**src/rtl/cart_motor_pwm.sv**
```systemverilog
// rtl/cart_motor_pwm.sv - signed motor command to slew-limited, dead-timed H-bridge PWM
//
// Purpose:
//   Converts the balance controller's signed command into one PWM line and one
//   direction line. Duty changes by at most SLEW_STEP per PWM period. A reversal
//   first ramps the duty to zero, then holds the output low for DEADTIME periods
//   before flipping direction. If no command arrives for TIMEOUT_PERIODS periods,
//   the target is forced to zero and the motor ramps down.
//
// Ports:
//   clk          - system clock, rising edge
//   reset        - asynchronous active-low reset
//   enable       - 1 = drive allowed, 0 = stop on the next edge
//   cmd_valid    - one-cycle strobe qualifying cmd
//   cmd          - signed command (>0 forward, <0 reverse)
//   pwm_out      - H-bridge PWM
//   motor_dir    - 0 = forward, 1 = reverse
//   duty_applied - applied duty magnitude (high cycles per period)
//   dead_active  - 1 while in the dead period
//   timeout      - watchdog expired, sticky until the next cmd_valid

module cart_motor_pwm #(
  parameter int CMD_W           = 8,
  parameter int SLEW_STEP       = 4,
  parameter int DEADTIME        = 2,
  parameter int TIMEOUT_PERIODS = 16
) (
  input  logic             clk,
  input  logic             reset,
  input  logic             enable,
  input  logic             cmd_valid,
  input  logic [CMD_W-1:0] cmd,
  output logic             pwm_out,
  output logic             motor_dir,
  output logic [CMD_W-2:0] duty_applied,
  output logic             dead_active,
  output logic             timeout
);

  localparam int DW     = CMD_W - 1;
  localparam int STEP_I = (SLEW_STEP > (2**DW) - 1) ? (2**DW) - 1 : SLEW_STEP;
  localparam logic [DW-1:0] STEP = DW'(STEP_I);
  localparam int DCW = $clog2(DEADTIME + 1);
  localparam int WDW = $clog2(TIMEOUT_PERIODS + 1);
  localparam logic [CMD_W-1:0] CMD_MIN = {1'b1, {DW{1'b0}}};

  typedef enum logic [1:0] {
    ST_IDLE  = 2'd0,
    ST_DRIVE = 2'd1,
    ST_DEAD  = 2'd2
  } state_e;

  state_e           state_q, state_d;
  logic [DW-1:0]    cnt_q, cnt_d;
  logic [CMD_W-1:0] target_q, target_d;
  logic [DW-1:0]    duty_q, duty_d;
  logic             dir_q, dir_d;
  logic [DCW-1:0]   dead_cnt_q, dead_cnt_d;
  logic [WDW-1:0]   wd_cnt_q, wd_cnt_d;
  logic             timeout_q, timeout_d;

  logic             boundary;
  logic             tgt_neg;
  logic             tgt_zero;
  logic [DW-1:0]    tgt_mag;
  logic [DW-1:0]    goal;
  logic [DW-1:0]    duty_step;
  logic [CMD_W-1:0] cmd_sat;

  always_comb begin
    boundary = (cnt_q == '1);
    tgt_neg  = target_q[CMD_W-1];
    tgt_zero = (target_q == '0);
    // Target is never the most negative code, so the magnitude fits in DW bits.
    tgt_mag  = tgt_neg ? (~target_q[DW-1:0] + DW'(1)) : target_q[DW-1:0];
    // The most negative command has no positive twin; clamp it one code inward.
    cmd_sat  = (cmd == CMD_MIN) ? (CMD_MIN | CMD_W'(1)) : cmd;

    // Drive only toward a target on the current side; otherwise ramp to zero.
    goal = (!tgt_zero && (tgt_neg == dir_q)) ? tgt_mag : '0;
    if (duty_q < goal) begin
      duty_step = ((goal - duty_q) > STEP) ? duty_q + STEP : goal;
    end else begin
      duty_step = ((duty_q - goal) > STEP) ? duty_q - STEP : goal;
    end

    cnt_d      = cnt_q + DW'(1);
    target_d   = target_q;
    wd_cnt_d   = wd_cnt_q;
    timeout_d  = timeout_q;
    state_d    = state_q;
    duty_d     = duty_q;
    dir_d      = dir_q;
    dead_cnt_d = dead_cnt_q;

    // A fresh command always beats watchdog expiry in the same cycle.
    if (cmd_valid) begin
      target_d  = cmd_sat;
      wd_cnt_d  = '0;
      timeout_d = 1'b0;
    end else if (boundary && !timeout_q) begin
      if (wd_cnt_q == WDW'(TIMEOUT_PERIODS - 1)) begin
        timeout_d = 1'b1;
        target_d  = '0;
        wd_cnt_d  = WDW'(TIMEOUT_PERIODS);
      end else begin
        wd_cnt_d = wd_cnt_q + WDW'(1);
      end
    end

    if (!enable) begin
      state_d    = ST_IDLE;
      duty_d     = '0;
      dead_cnt_d = '0;
    end else if (boundary) begin
      unique case (state_q)
        ST_IDLE: begin
          if (!tgt_zero) begin
            if (tgt_neg == dir_q) begin
              state_d = ST_DRIVE;
              duty_d  = duty_step;
            end else begin
              state_d    = ST_DEAD;
              dead_cnt_d = DCW'(DEADTIME);
            end
          end
        end
        ST_DRIVE: begin
          duty_d = duty_step;
          if (duty_step == '0) begin
            state_d = ST_IDLE;
          end
        end
        ST_DEAD: begin
          if (dead_cnt_q <= DCW'(1)) begin
            dead_cnt_d = '0;
            dir_d      = ~dir_q;
            state_d    = ST_IDLE;
          end else begin
            dead_cnt_d = dead_cnt_q - DCW'(1);
          end
        end
        default: begin
          state_d = ST_IDLE;
          duty_d  = '0;
        end
      endcase
    end
  end

  always_ff @(posedge clk or negedge reset) begin
    if (!reset) begin
      state_q    <= ST_IDLE;
      cnt_q      <= '0;
      target_q   <= '0;
      duty_q     <= '0;
      dir_q      <= 1'b0;
      dead_cnt_q <= '0;
      wd_cnt_q   <= '0;
      timeout_q  <= 1'b0;
    end else begin
      state_q    <= state_d;
      cnt_q      <= cnt_d;
      target_q   <= target_d;
      duty_q     <= duty_d;
      dir_q      <= dir_d;
      dead_cnt_q <= dead_cnt_d;
      wd_cnt_q   <= wd_cnt_d;
      timeout_q  <= timeout_d;
    end
  end

  // Decoded from registers only so the bridge never sees a combinational glitch path from inputs.
  assign pwm_out      = (state_q == ST_DRIVE) && (cnt_q < duty_q);
  assign motor_dir    = dir_q;
  assign duty_applied = duty_q;
  assign dead_active  = (state_q == ST_DEAD);
  assign timeout      = timeout_q;

endmodule

```
**config.mk**
```make
export PLATFORM = sky130hd
export DESIGN_NAME = cart_motor_pwm
export DESIGN_NICKNAME = d
export VERILOG_FILES = /design/src/rtl/cart_motor_pwm.sv
export SDC_FILE = /design/constraint.sdc
export NUM_CORES = 1
export LEC_CHECK = 0
export CORE_UTILIZATION = 53
export DETAILED_ROUTE_END_ITERATION = 10
export HOLD_SLACK_MARGIN = 0.08
export PLACE_DENSITY = 0.81
export SKIP_CTS_REPAIR_TIMING = 1
export SLEW_MARGIN = 10
export SYNTH_ARGS = -nofsm -noshare
export SYNTH_HDL_FRONTEND = slang
export SYNTH_SLANG_ARGS = --single-unit
```
**constraint.sdc**
```tcl
create_clock -name clk -period 4.3 [get_ports clk]
set_clock_uncertainty 0.05 [all_clocks]
set_input_delay 0.645 -clock clk [delete_from_list [all_inputs] [get_ports clk]]
set_output_delay 0.645 -clock clk [all_outputs]
set_load 0.1 [all_outputs]
```
== After elaboration in Yosys (flattened, before gate mapping) ==
Cells that the tools add are included.
Storage, ports and cells
  bits in registers: 33
  output and inout bits: 11
  logic and storage cells: 85
Cells by class
  $add $sub $neg: 8
  $lt $le $gt $ge: 5
  equal/unequal tests: 14
  multiplexer cells: 33
  bitwise gates (word level): 2
  reductions and logical operators: 15
Operators with widths (count)
  $mux 7: 9
  $mux 8: 4
  $mux 2: 11
  $pmux 7 s3: 1
  $reduce_and 4->1: 4
  $mux 5: 3
  $add 7x1->7 const B: 2
  $gt 7x3->1 const B: 2
  $lt 7x7->1: 2
  $sub 7x7->7: 2
  $ne 3x3->1 const B: 4
  $eq 8x8->1 const B: 1
  $logic_not 8->1: 1
  $add 7x3->7 const B: 1
  $eq 7x7->1 const B: 1
  $logic_not 7->1: 1
  $not 7->7: 1
  $sub 7x3->7 const B: 1
  $pmux 2 s3: 1
  $add 5x1->5 const B: 1
  $eq 5x4->1 const B: 1
  $pmux 2 s2: 1
  $reduce_bool 2->1: 2
  $logic_and 1x1->1: 3
  14 further kinds: 17

== Depth between registers and ports, before layout ==
  depth in word-level cells: 13
  gate-level depth with buffers: 18
  depth with buffers taken out: 16

== Least setup slack after synthesis ==
OpenSTA, ideal clock, no wires.
  path type: reg-to-reg
  start point: reg dir_q, in the netlist motor_dir
  end point: reg state_q[0]
  library setup time: 0.140 ns
  arrival time: 3.815 ns
  required time: 4.110 ns
  slack: 0.295 ns
  stages on the path, launching flop included: 16
  path buffers: 2
  clock period less this slack: 4.005 ns
  cells stage by stage: dfrtp_1 > clkbuf_1 > nand3_1 > o31ai_4 > nand2_1 > ha_1 > ha_1 > a211oi_1 > nor3_1 > a2111oi_0 > and3b_1 > a41o_1 > buf_6 > nand2_1 > a32oi_1 > a41oi_2
On the way
  word-level cells in the longest chain between the ends: 10
RTL lines
  start: declaration: line 57  | logic dir_q, dir_d;
  start signal: assignment: line 166  | dir_q <= dir_d;
  $eq 1x1->1 (*): line 80, 119
  $logic_and 1x1->1: line 80  | goal = (!tgt_zero && (tgt_neg == dir_q)) ? tgt_mag : '0;
  $mux 7: line 80
  $sub 7x7->7 (on tied branches): line 84, 82
  $gt 7x3->1 (on tied branches): line 84, 82
  $mux 7 (on tied branches): line 84, 82
  $mux 7: line 81  | if (duty_q < goal) begin
  $logic_not 7->1: line 130  | if (duty_step == '0) begin
  $ne 3x3->1 (no source line)
  $reduce_and 4->1 (no source line)
  end signal: assignment: line 162  | state_q <= state_d;
  end: declaration: line 53  | state_e state_q, state_d;
Every way passes the cells marked *; elsewhere a longest branch is shown, timed or not. The select of a mux whose other input is x is not followed.
A chain may end at the register's enable or synchronous reset.

== Worst setup path after layout ==
  start point: reg target_q[7]
  end point: reg state_q[0]
On the way
  word-level cells in the longest chain between the ends: 11
RTL lines
  start: declaration: line 55  | logic [CMD_W-1:0] target_q, target_d;
  start signal: assignment: line 164  | target_q <= target_d;
  $logic_not 8->1: line 73  | tgt_zero = (target_q == '0);
  $logic_not 1->1
  $logic_and 1x1->1: line 80
  $mux 7: line 80
  $sub 7x7->7 (on tied branches): line 84, 82
  $gt 7x3->1 (on tied branches): line 84, 82
  $mux 7 (on tied branches): line 84, 82
  $mux 7: line 81
  $logic_not 7->1: line 130
  $ne 3x3->1 (no source line)
  $reduce_and 4->1 (no source line)
Parallel ways exist; a longest one is shown, timed or not. The select of a mux whose other input is x is not followed.

==> flow_metrics.env <==
export IMPL_status="finished clean"
export IMPL_antenna_left=0
export IMPL_ys_flop_type="dfrtp_1"
export IMPL_grt_first_pass_wirelength_um=10700
export IMPL_synth_nets=359
export IMPL_finalCritPeriodShare=0.926
export IMPL_hold_start="cnt_q[0]"
export IMPL_nNetsFinal=380
export IMPL_synth_top_area_frac=0.300
export IMPL_postSynthAreaPerCell_um2=8.56
export IMPL_holdWs_ns=0.462
export IMPL_max_cap_violations=0
export IMPL_finalNonFillerCells=411
export IMPL_clk_latency_ns=0.28
export IMPL_drive_above_1_share=0.0698
export IMPL_leakagePower_uw=0.00137
export IMPL_design_die_area_um2=5490
export IMPL_cts_sinks=33
export IMPL_async_reset_ff_frac=1.00
export IMPL_crit_type="reg2reg"
export IMPL_max_freq_mhz=251
export IMPL_syn_to_final_growth_pct=13.3
export IMPL_yosysWarnings=0
export IMPL_cpMaxStageDelayCell="dfrtp_1"
export IMPL_final_util=0.644
export IMPL_min_period_ns=3.98
export IMPL_mappedNetlistArea_um2=2760
export IMPL_grt_max_degree=34
export IMPL_grt_usage=0.256
export IMPL_seq_area_um2=826
export IMPL_place_ws_ns=0.385
export IMPL_worstPathArrival_ns=4.08
export IMPL_yosysSeqAreaShare=0.300
export IMPL_grt_util_met2=0.433
export IMPL_hpwlAfterDp_um=4950
export IMPL_antenna_found_initial=0
export IMPL_vias_per_cell=6.03
export IMPL_cp_start_kind="flop"
export IMPL_cp_required_ns=4.40
export IMPL_rsz0062_at_grt="false"
export IMPL_yosysMostFrequentCell="dfrtp_1"
export IMPL_drt_pass1_iter_count=4
export IMPL_grtUsageMet3=0.0434
export IMPL_io_pins=23
export IMPL_rr_worst_depth=13
export IMPL_r2r_end="state_q[0]"
export IMPL_grt_overflow_total=0
export IMPL_cp_max_fo=12
export IMPL_worstMarginPinSlew_ns=0.970
export IMPL_clock_root_buffer="clkbuf_8"
export IMPL_hold_path_class="reg2reg"
export IMPL_r2r_start="target_q[7]"
export IMPL_cts_tree="built"
export IMPL_tns_ns=0
export IMPL_core_um2=4850
export IMPL_chipHeight_um=74.1
export IMPL_ys_ff_latch=33
export IMPL_slew_headroom=0.352
export IMPL_ys_types=64
export IMPL_grt_pass1_vias=2388
export IMPL_routabilityCongestion=0.906
export IMPL_synth_edff_count=0
export IMPL_grt_use_met1=0.331
export IMPL_rrSetupSlack_ns=0.32
export IMPL_hold_viol=0
export IMPL_cp_top_family="compound AO/OA/AOI/OAI gates"
export IMPL_clkTransAtPathRegs_ns=0.07
export IMPL_htreeDepth=2
export IMPL_critPathMaxStageDelay_ns=0.54
export IMPL_cts_made_buffers=5
export IMPL_io_buffers=22
export IMPL_ir_worst_vdd_mv=0.211
export IMPL_multi_input_area_um2=1800
export IMPL_synth_area_leaders="dfrtp_1 (30%), ha_1 (11%), nand2_1 (3.8%), nor2_1 (3.4%), o21ai_0 (3.3%)"
export IMPL_p_per_area_nw_per_um2=522
export IMPL_syn_inst=322
export IMPL_fill_cells=422
export IMPL_cp_end_kind="flop"
export IMPL_route_detailed_drc=0
export IMPL_finalMaxSlewViolations=0
export IMPL_busiest_layer="met2"
export IMPL_wl_per_cell_um=16.0
export IMPL_num_rows=25
export IMPL_start_util=0.569
export IMPL_worst_path_buf_inv=1
export IMPL_setup_slack_ns=0.318
export IMPL_die_x_um=74.1
export IMPL_place_inst=403
export IMPL_yosysTopAreaCell="dfrtp_1"
export IMPL_diodes=0
export IMPL_num_vias=2477
export IMPL_worstHoldPathCells=1
export IMPL_clk_path_buf_depth=2
export IMPL_wirelength_um=6570
export IMPL_synth_commonest_cells="dfrtp_1 (33), nand2_1 (28), ha_1 (25), nor2_1 (25), inv_1 (22)"
export IMPL_worstHoldEndpoint="cnt_q[0]"
export IMPL_dr_first_iter_drc_count=136
export IMPL_crit_chain="xnor2_1 -> and2_2 -> nand2b_1 -> inv_1 -> ha_1 -> a211oi_1 -> nor3_1 -> a2111oi_0 -> and3b_1 -> a41o_1 -> nand2_1 -> a32oi_1 -> a41oi_2"
export IMPL_setup_viol=0
[worst max-delay path by stage]
stage,startpoint,endpoint,slack (ns),depth (start not counted)
3_5_place_dp,target_q[4],state_q[0],0.38,14
2_1_floorplan,motor_dir,state_q[0],0.30,15
4_1_cts,target_q[7],state_q[0],0.38,12
6_report,target_q[7],state_q[0],0.32,13
5_1_grt,target_q[7],state_q[0],0.06,13
3_3_place_gp,target_q[4],state_q[0],0.37,14
[sequential cells by signal (all words and copies together), names as in the netlist]
name	cells
state_q	2
target_q	8
dead_cnt_q	2
motor_dir	1
cnt_q	7
wd_cnt_q	5
duty_applied	7
timeout	1
[report_power, final]
group	switching [uW]	total (uW)	internal, uW
Sequential	56.0	392	337
Combinational	621	982	361
Clock	111	256	145
Total	788	1630	842
[stage by stage]
step                power (uW)  area, um2
finish                    1630       3120
global route              1740       3120
CTS                       1620       3120
detailed placement        1360       3020
global placement          1340       3020
floorplan                 1160       2760
[layout make-up]
| class | count | area share |
|---|---|---|
| Tap cell | 67 | 0.0268 |
| Timing Repair Buffer | 23 | 0.0721 |
| Inverter | 22 | 0.0264 |
| Multi-Input combinational cell | 258 | 0.578 |
| Clock inverter | 1 | 0.00160 |
| Clock buffer | 7 | 0.0308 |
| Sequential cell | 33 | 0.264 |
[metal layers]
metal | vias up | wire, um | part of all wire
met3 | 15 | 264 | 0.040
met2 | 65 | 3180 | 0.48
met5 | - | 0 | 0
li1 | 1232 | - | -
met4 | 0 | 123 | 0.019
met1 | 1165 | 3000 | 0.46
[cell families after synthesis]
family / share of synthesized area
AO/OA/AOI/OAI: 0.248
XOR/XNOR: 0.0477
buffers and inverters: 0.0458
adder cells (fa/ha/maj): 0.113
flip-flops: 0.300
AND/OR/NAND/NOR: 0.242
multiplexers: 0.00363
[placed cells by master (no fill, tap or decap), types with 3 or more instances in the layout]
cell type,Yosys,final
a22o_1,7,7
nand2_1,28,28
nand3_1,10,10
and3_1,7,7
o31ai_1,3,3
clkdlybuf4s50_1,0,21
ha_1,25,25
nor3_1,12,12
a21o_1,5,5
nand2b_1,10,10
clkbuf_8,0,7
and2_1,4,4
inv_1,22,22
xor2_1,7,7
or4_1,3,3
a21oi_1,17,17
o21ai_0,18,18
a31oi_1,5,5
nor2_1,25,25
a211oi_1,4,4
dfrtp_1,33,33
xnor2_1,8,8
nor2b_1,5,5
o22ai_1,5,5
No activity file was read; power rests on OpenSTA's default activity.
